==> config.mk <==
export PLATFORM = sky130hd
export DESIGN_NAME = fetch_prefetch
export DESIGN_NICKNAME = d
export VERILOG_FILES = /design/src/rtl/fetch_pkg.sv /design/src/rtl/fetch_queue.sv /design/src/rtl/fetch_prefetch.sv
export SDC_FILE = /design/constraint.sdc
export NUM_CORES = 1
export LEC_CHECK = 0
export ABC_AREA = 1
export BUFFER_PORTS_ARGS = -buffer_cell sky130_fd_sc_hd__buf_2
export CORE_MARGIN = 3
export CORE_UTILIZATION = 35
export CTS_BUF_LIST = sky130_fd_sc_hd__clkbuf_16
export DETAILED_ROUTE_END_ITERATION = 7
export PLACE_DENSITY = 0.66
export SYNTH_ARGS = -nofsm -noshare
export SYNTH_HDL_FRONTEND = slang
export SYNTH_SLANG_ARGS = --single-unit
==> constraint.sdc <==
create_clock -name clk -period 9.4 [get_ports clk]
set_input_delay 0.47 -clock clk [delete_from_list [all_inputs] [get_ports clk]]
set_output_delay 0.47 -clock clk [all_outputs]
set_load 0.005 [all_outputs]
==> src/rtl/fetch_pkg.sv <==
// Shared types and RV32I constants for the instruction-fetch front end.
package fetch_pkg;

  localparam int XLEN_DEFAULT = 32;

  localparam logic [6:0] OP_BRANCH = 7'b1100011;
  localparam logic [6:0] OP_LOAD   = 7'b0000011;
  localparam logic [6:0] OP_STORE  = 7'b0100011;
  localparam logic [6:0] OP_IMM    = 7'b0010011;
  localparam logic [6:0] OP_REG    = 7'b0110011;

  localparam logic [XLEN_DEFAULT-1:0] NOP = 32'h00000013;

  typedef struct packed {
    logic [XLEN_DEFAULT-1:0] pc;
    logic [XLEN_DEFAULT-1:0] inst;
  } fetch_entry_t;

endpackage

==> src/rtl/fetch_queue.sv <==
// Synchronous FIFO of fetched {pc, inst} entries with a single-cycle flush.
module fetch_queue
  import fetch_pkg::*;
#(
  parameter int DEPTH = 4
) (
  input  logic                       clk,
  input  logic                       rst,
  input  logic                       flush,
  input  logic                       push,
  input  fetch_entry_t               push_data,
  input  logic                       pop,
  output fetch_entry_t               head,
  output logic [$clog2(DEPTH):0]     count,
  output logic                       full,
  output logic                       empty
);

  localparam int PW = $clog2(DEPTH);
  localparam int CW = PW + 1;

  fetch_entry_t  mem [DEPTH];
  logic [PW-1:0] head_ptr;
  logic [PW-1:0] tail_ptr;

  // Storage carries no reset; only pointers and count define what is valid.
  always_ff @(posedge clk) begin
    if (push && !flush) mem[tail_ptr] <= push_data;
  end

  always_ff @(posedge clk) begin
    if (rst || flush) begin
      head_ptr <= '0;
      tail_ptr <= '0;
      count    <= '0;
    end else begin
      if (push) tail_ptr <= tail_ptr + 1'b1;
      if (pop)  head_ptr <= head_ptr + 1'b1;
      count <= count + CW'(push) - CW'(pop);
    end
  end

  assign head  = mem[head_ptr];
  assign full  = (count == CW'(DEPTH));
  assign empty = (count == '0);

  // The fetch credit scheme must make an overfilling push unreachable.
  push_while_full: assert property (@(posedge clk) disable iff (rst || flush) !(push && full));

endmodule

==> src/rtl/fetch_prefetch.sv <==
// Prefetching fetch stage: PC generation, credit-limited issue, response queueing.
// Optional macro FETCH_PERF_EN enables the three performance counters.
module fetch_prefetch
  import fetch_pkg::*;
#(
  parameter int              XLEN       = XLEN_DEFAULT,
  parameter int              IMEM_DEPTH = 32,
  parameter int              QDEPTH     = 4,
  parameter logic [XLEN-1:0] RESET_PC   = '0
) (
  input  logic                          clk,
  input  logic                          rst,
  input  logic                          redirect_valid,
  input  logic [XLEN-1:0]               redirect_pc,
  output logic                          imem_req,
  output logic [$clog2(IMEM_DEPTH)-1:0] imem_addr,
  input  logic [XLEN-1:0]               imem_rdata,
  output logic                          out_valid,
  input  logic                          out_ready,
  output logic [XLEN-1:0]               out_inst,
  output logic [XLEN-1:0]               out_pc,
  output logic [31:0]                   perf_fetched,
  output logic [31:0]                   perf_squashed,
  output logic [31:0]                   perf_stall
);

  localparam int AW  = $clog2(IMEM_DEPTH);
  localparam int CW  = $clog2(QDEPTH) + 1;
  localparam int CW1 = CW + 1;

  logic [XLEN-1:0] fetch_pc;
  logic [XLEN-1:0] inflight_pc;
  logic            inflight;
  logic [CW-1:0]   count;
  logic            full;
  logic            empty;
  logic            pop;
  logic            push;
  logic [CW1-1:0]  credit_used;
  fetch_entry_t    head;
  fetch_entry_t    push_entry;
  logic            unused_bits;

  // Slots that will be occupied once everything already requested has landed.
  assign credit_used = {1'b0, count} - CW1'(pop) + CW1'(inflight);
  assign imem_req    = !rst && !redirect_valid && (credit_used < CW1'(QDEPTH));
  assign imem_addr   = fetch_pc[AW+1:2];

  assign out_valid = !rst && !empty && !redirect_valid;
  assign pop       = out_valid && out_ready;
  assign push      = inflight && !redirect_valid;
  assign out_pc    = head.pc;
  assign out_inst  = head.inst;

  assign push_entry.pc   = inflight_pc;
  assign push_entry.inst = imem_rdata;
  assign unused_bits     = ^{redirect_pc[1:0], full};

  always_ff @(posedge clk) begin
    if (rst) begin
      fetch_pc    <= RESET_PC;
      inflight    <= 1'b0;
      inflight_pc <= '0;
    end else if (redirect_valid) begin
      fetch_pc <= {redirect_pc[XLEN-1:2], 2'b00};
      inflight <= 1'b0;
    end else begin
      inflight <= imem_req;
      if (imem_req) begin
        inflight_pc <= fetch_pc;
        fetch_pc    <= fetch_pc + XLEN'(4);
      end
    end
  end

  fetch_queue #(.DEPTH(QDEPTH)) u_queue (
    .clk       (clk),
    .rst       (rst),
    .flush     (redirect_valid),
    .push      (push),
    .push_data (push_entry),
    .pop       (pop),
    .head      (head),
    .count     (count),
    .full      (full),
    .empty     (empty)
  );

`ifdef FETCH_PERF_EN
  logic [31:0] fetched_q;
  logic [31:0] squashed_q;
  logic [31:0] stall_q;

  // A redirect discards both queued entries and the response still in flight.
  always_ff @(posedge clk) begin
    if (rst) begin
      fetched_q  <= '0;
      squashed_q <= '0;
      stall_q    <= '0;
    end else begin
      if (pop)            fetched_q  <= fetched_q + 32'd1;
      if (redirect_valid) squashed_q <= squashed_q + 32'(count) + 32'(inflight);
      if (!imem_req)      stall_q    <= stall_q + 32'd1;
    end
  end

  assign perf_fetched  = fetched_q;
  assign perf_squashed = squashed_q;
  assign perf_stall    = stall_q;
`else
  assign perf_fetched  = '0;
  assign perf_squashed = '0;
  assign perf_stall    = '0;
`endif

endmodule

### Word-level counts from Yosys, hierarchy flattened

Memory sizes are Yosys's and may differ from the RTL's. A register that Yosys moved wholly into a read port is not among the register bits.
Cells that the tools add are included.
Widths: inputs -> output; s select.

| storage, ports and cells | value |
|---|---|
| register bits | 72 |
| bits in writable memories | 256 |
| input port bits | 68 |
| output and inout port bits | 167 |
| logic and storage cells | 38 |
| memories | 1 |

Memory list:

| name | words | bits a word | read ports | clocked after Yosys merged registers in | wr ports | RTL line | source |
|---|---|---|---|---|---|---|---|
| u_queue.mem | 4 | 64 | 1 | 1 | 1 | fetch_queue.sv:22 | `fetch_entry_t mem [DEPTH];` |

| cells by class | value |
|---|---|
| $add $sub $neg | 7 |
| order comparisons | 1 |
| muxes and demuxes | 6 |
| bitwise operators | 1 |
| reduce and logical (&&, ||, !) cells | 15 |

Operators with widths:

| cell | number |
|---|---|
| $mux 32 | 2 |
| $add 32x3->32 const B | 1 |
| $logic_and 1x1->1 | 7 |
| $add 2x1->2 const B | 2 |
| $add 4x1->4 | 1 |
| $lt 4x3->1 const B | 1 |
| $mux 2 | 2 |
| $sub 3x1->4 | 1 |
| $add 3x1->3 | 1 |
| $logic_not 1->1 | 3 |
| $logic_not 3->1 | 1 |
| $sub 3x1->3 | 1 |
| $mux 1 | 2 |
| $reduce_and 2->1 | 1 |
| $reduce_bool 2->1 | 1 |
| $reduce_or 2->1 | 1 |
| $logic_or 1x1->1 | 1 |
| $not 1->1 | 1 |

### Longest topological paths before layout

| logic depth | value |
|---|---|
| depth in word-level cells | 11 |
| mapped depth | 17 |
| mapped depth without buffers | 16 |

### Modules after synthesis

Synthesis repeated with hierarchy kept, for this count alone.

| unflattened totals | value |
|---|---|
| cells, all modules | 1470 |
| area total of the unflattened synthesis | 14711.6 um^2 |

By module, submodules not included:

| module | instances | cells each | area an instance (um^2) | sequential area each (um^2) |
|---|---|---|---|---|
| fetch_queue | 1 | 804 | 10441.3 | 7867.5 |
| fetch_prefetch | 1 | 666 | 4270.3 | 1221.2 |

### Worst setup path after synthesis

No wires, ideal clock.

| timing | value |
|---|---|
| path kind | input to register |
| start point | input redirect_valid |
| end point | memory u_queue.mem[0][0] (netlist name), enable pin |
| setup time | 0.482 ns |
| arrival | 3.458 ns |
| required time | 8.918 ns |
| path slack | 5.460 ns |
| cell stages on the path | 4 |
| path buffers | 1 |
| path through | buf_2 nor2_1 inv_1 nor2_1 |

| between the ends | value |
|---|---|
| longest elaborated chain between the ends | 5 |

Ends and longest elaborated chain:

| element | RTL line | source |
|---|---|---|
| start, declared | fetch_prefetch.sv:13 | `input logic redirect_valid,` |
| $logic_not 1->1 | fetch_prefetch.sv:51 | `assign push = inflight && !redirect_valid;` |
| $logic_and 1x1->1 | fetch_prefetch.sv:51 |  |
| via push | fetch_prefetch.sv:38 | `logic push;` |
| $logic_and 1x1->1 | fetch_queue.sv:28 | `if (push && !flush) mem[tail_ptr] <= push_data;` |
| $mux 1 | fetch_queue.sv:28 |  |
| $mux 1 (implied by the code) | fetch_queue.sv:28 |  |
| end, declared | fetch_queue.sv:22 |  |

The timed path passes the listed nets, and every way through them passes these cells.

### Worst setup path in the final report

| timing | value |
|---|---|
| start point | input redirect_valid |
| end point | output imem_req |

| between the ends | value |
|---|---|
| longest elaborated chain between the ends | 7 |
| elaborated cells between the ends (all ways) | 8 |
| classes of those cells | add/sub: 2; order compare: 1; reduce/logical: 5 |

Ends and longest elaborated chain:

| element | RTL line | source |
|---|---|---|
| $logic_not 1->1 | fetch_prefetch.sv:49 | `assign out_valid = !rst && !empty && !redirect_valid;` |
| $logic_and 1x1->1 | fetch_prefetch.sv:49 |  |
| $logic_and 1x1->1 | fetch_prefetch.sv:50 | `assign pop = out_valid && out_ready;` |
| via pop | fetch_prefetch.sv:37 | `logic pop;` |
| $sub 3x1->4 | fetch_prefetch.sv:45 | `assign credit_used = {1'b0, count} - CW1'(pop) + CW1'(inflight);` |
| $add 4x1->4 | fetch_prefetch.sv:45 |  |
| $lt 4x3->1 | fetch_prefetch.sv:46 | `assign imem_req = !rst && !redirect_valid && (credit_used < CW1'(QDEPTH));` |
| $logic_and 1x1->1 | fetch_prefetch.sv:46 |  |
| end, declared | fetch_prefetch.sv:15 | `output logic imem_req,` |

The timed path passes the listed nets, and every way through them passes these cells.

==> run summary <==
• output pin — crit end category
• edfxtp_1 — most frequently used cell type in the post-synthesis netlist
• 0.1266% — xor/xnor cell area share of the yosys netlist
• 0.1705 ns — post-route worst hold slack
• 3,821 — filler cell count in the final layout
• 77 — maximum number of pins on one net before global-route repair
• 12.74% — area grow syn2layout
• 15.79% — layout cell share with drive strength beyond 1
• 15,170 um — Met2 Routed Length
• 14.68% — total global routing track utilization
• 0.52 ns — clock network latency to the later pin of the worst-skew pair
• 0.6490 mW — switching power summed over all nets
• false — RSZ-0062 raised after global routing
• 318 — number of sinks handled by clock tree synthesis
• 0 — antenna violation net count after detailed routing
• 0.008853 sq mm — Register Area
• 4.4% — part of the total power dissipated in combinational logic
• 0.9585% — adder and majority cell fraction of the synthesized area
• 1720 um — wire length on met3
• 4.705 — Via density
• yes — clock tree from TritonCTS
• 0 — number of gates given a new drive strength after cts
• 0 — yosys synthesis warning count
• imem_rdata[8] — beginning of the worst hold path
• redirect_valid — Worst Setup SP
• 1.048 ns — worst slew pin tran
• edfxtp_1 — area leader, netlist
• 190.0 mW/mm^2 — Power Density
• 6.50 ns — worst setup slack for register-to-register paths
• edfxtp_1 — dominant register cell in the synthesized netlist
• 42.4% — clock power share
• in2reg — type of the tightest min-delay check
• 0 — max_cap viols
• 0.05 ns — Clock Pin Slew Worst Setup and Hold Paths
• 8.93 ns — critical path required time
• 0 — number of antenna violations at the first check in global routing
• 1,963 — Non-Filler Instances
• 11.63% — fraction of the mapped netlist area in compound gates
• 1,309 — gate count of the mapped netlist
• 41.04% — Tcrit/Tclk final
• 134 — number of I/O port buffers
• 114.4 uV — worst vdd rail ir drop
• 10.57 sq um — Avg Inst Size Synth
• 48,510 um — wire length of the first global-routing pass
• 0 — post-route DRC violation count
• 13.44% — simple-gate share of the synthesized area
• 0.04196 sq mm — area of the die
• 30.06% — slew margin rel.
• 5 — router iterations before antenna repair
• 0.8664 — Final Wtd Congestion
• finished clean — run status
• 21.90% — Sw Share
• clkbuf_16 — cell at the root of the clock tree
• 0.004016 sq mm — area occupied by multi-input gates
• 8,755 — vias in the first global route
• 204.8 um — DIE WIDTH
• 0 ns — aggregate negative setup slack
• 53.82% — area share of the largest cell type after synthesis
• 662 — count of routing violations after the opening detailed-route iteration
• 19,390 um — placed wire-length estimate after detailed placement
• 63.95% — sequential fraction of the synthesis area
• 9,235 — routed via count
• 1,497 — number of nets in the final layout
• 72 — site row count
• in2out — path type of the worst setup path
• 53.2% — part of the power in registers
• 31,810 um — aggregate routed wire length
• 0 — CTS Hold Bufs
• 2 — number of levels the H-tree was split into
• 35.64% — Initial Util
• 0 — # setup viols final
• 0 — max-slew violations
• 76 — top fanout value on the critical path
• 1,900 — post-placement cell count
• 0% — share of cell area taken by muxes after synthesis
• 3 — CTS max path bufs
• 235 — I/O Pins
• 318 — synthesis-stage register bit count
• simple AND/OR/NAND/NOR gates — largest family of logic cells by synthesized area
• 5.897 nW — Leak
• 0.03010 ns — post-route clock skew
• 16.20 um — post-detailed-route wirelength per cell
• 0 — final global-route overflow total
• 0.01384 sq mm — netlist area before placement
• 35 — TritonCTS Buffers
• 0.03883 sq mm — core area
• 0 — total count of hold-check failures in the final report
• edfxtp_1 (54%), dfxtp_1 (10%), o21ai_0 (5.8%) — leading cell types by total area after synthesis
• 3.857 ns — min cycle time layout
• edfxtp_1 (248), nor2_1 (183), nand2_1 (173), o21ai_0 (159), buf_4 (104) — Post-synth top cells
• u_queue.count[1] — critical register-to-register path startpoint
• 248 — number of flops mapped to enable cells by yosys
• 0% — Post-synth ARST share
• 2.315 mW — internal power summed over all cells
• primary input — startpoint kind of the worst setup timing path
• 0 — Setup Fix Bufs, Post-CTS
• 3.39 ns — arrival time of the worst setup path
• 38 — distinct cell type count after synthesis
• 259.2 MHz — Max Clock Freq
• met4 — highest routing layer actually used
• 14,450 um — detailed-route wire length on metal 1
• 204.8 um — die height
[cell usage in the layout, fill, tap and decap left out, drive strengths merged, types with 14 or more instances in the layout]
master and instances:
o22ai 62, conb 98, edfxtp 248, clkbuf 36, o21ai 170, nor2 192, buf 144, dfxtp 70
nand3 55, a21oi 59, nand2 184, clkinv 14, inv 83
[worst max-delay path, stage by stage]
cell     delay [ns]
buf_2          0.31
nor2_2         0.31
inv_1          0.14
nor3b_2        0.33
ha_1           0.20
inv_1          0.07
ha_1           0.29
nand3_1        0.10
nand2_1        0.05
nand2_1        0.05
nand3_1        0.14
nor2_4         0.13
buf_4          0.54
buf_2          0.23
[power groups by stage]
stage,combinational (mW),clock (mW),sequential (mW)
4_1_cts,0.131,1.29,1.58
2_1_floorplan,0.114,0,1.60
6_report,0.131,1.26,1.58
5_1_grt,0.151,1.35,1.58
3_5_place_dp,0.131,0,1.60
3_3_place_gp,0.128,0,1.60
[state kept, by name (all words and copies together) (netlist names), named ones only]
signal and count:
u_queue.head_ptr 2, inflight 1, fetch_pc 30, u_queue.tail_ptr 2
u_queue.count 3, u_queue.mem 248, inflight_pc 30
[through the flow]
stage | setup slack (ns) | total power [mW] | cell area [sq um] | utilization (%)
2_1_floorplan | 5.460 | 1.709 | 14200 | -
3_5_place_dp | 5.515 | 1.735 | 14540 | 37.44
4_1_cts | 5.510 | 2.998 | 15600 | 40.17
6_report | 5.543 | 2.964 | 15600 | 40.18
5_1_grt | 5.168 | 3.077 | 15600 | 40.17
3_3_place_gp | 5.525 | 1.731 | 14540 | 37.44
[logic make-up (layout without fill, tap and decap cells)]
group / after synthesis / count (layout)
xor gates and xnor gates: 2 / 2
and+or+nand+nor: 439 / 439
buffers and inverters: 240 / 278
adders and majority gates: 10 / 10
other: 1 / 99
DFF: 318 / 318
AOI/OAI and AO/OA: 299 / 299
[area by class of cell]
cell class / count / area share (%)
Clock inverter: 26 / 1.035
Clock buffer: 36 / 5.775
Tap cell: 518 / 4.155
Antenna cell: 1 / 0.01604
Sequential cell: 318 / 56.75
Timing Repair Buffer: 144 / 4.780
Multi-Input combinational cell: 848 / 25.75
Inverter: 72 / 1.740
[layer usage]
layer	up-vias	track usage [%]
li1	4551	-
met1	4433	19.89
met2	215	24.59
met3	36	2.717
met4	0	3.342
met5	-	0
[path summary, 6_finish.rpt]
path,to,cells past startpoint
worst min register to register,flip-flop,2
worst max-delay path,imem_req,14
worst max register to register,fetch_pc[24],14
worst min-delay path,u_queue.mem[3][8],1
No activity file was read; power rests on OpenSTA's default activity.
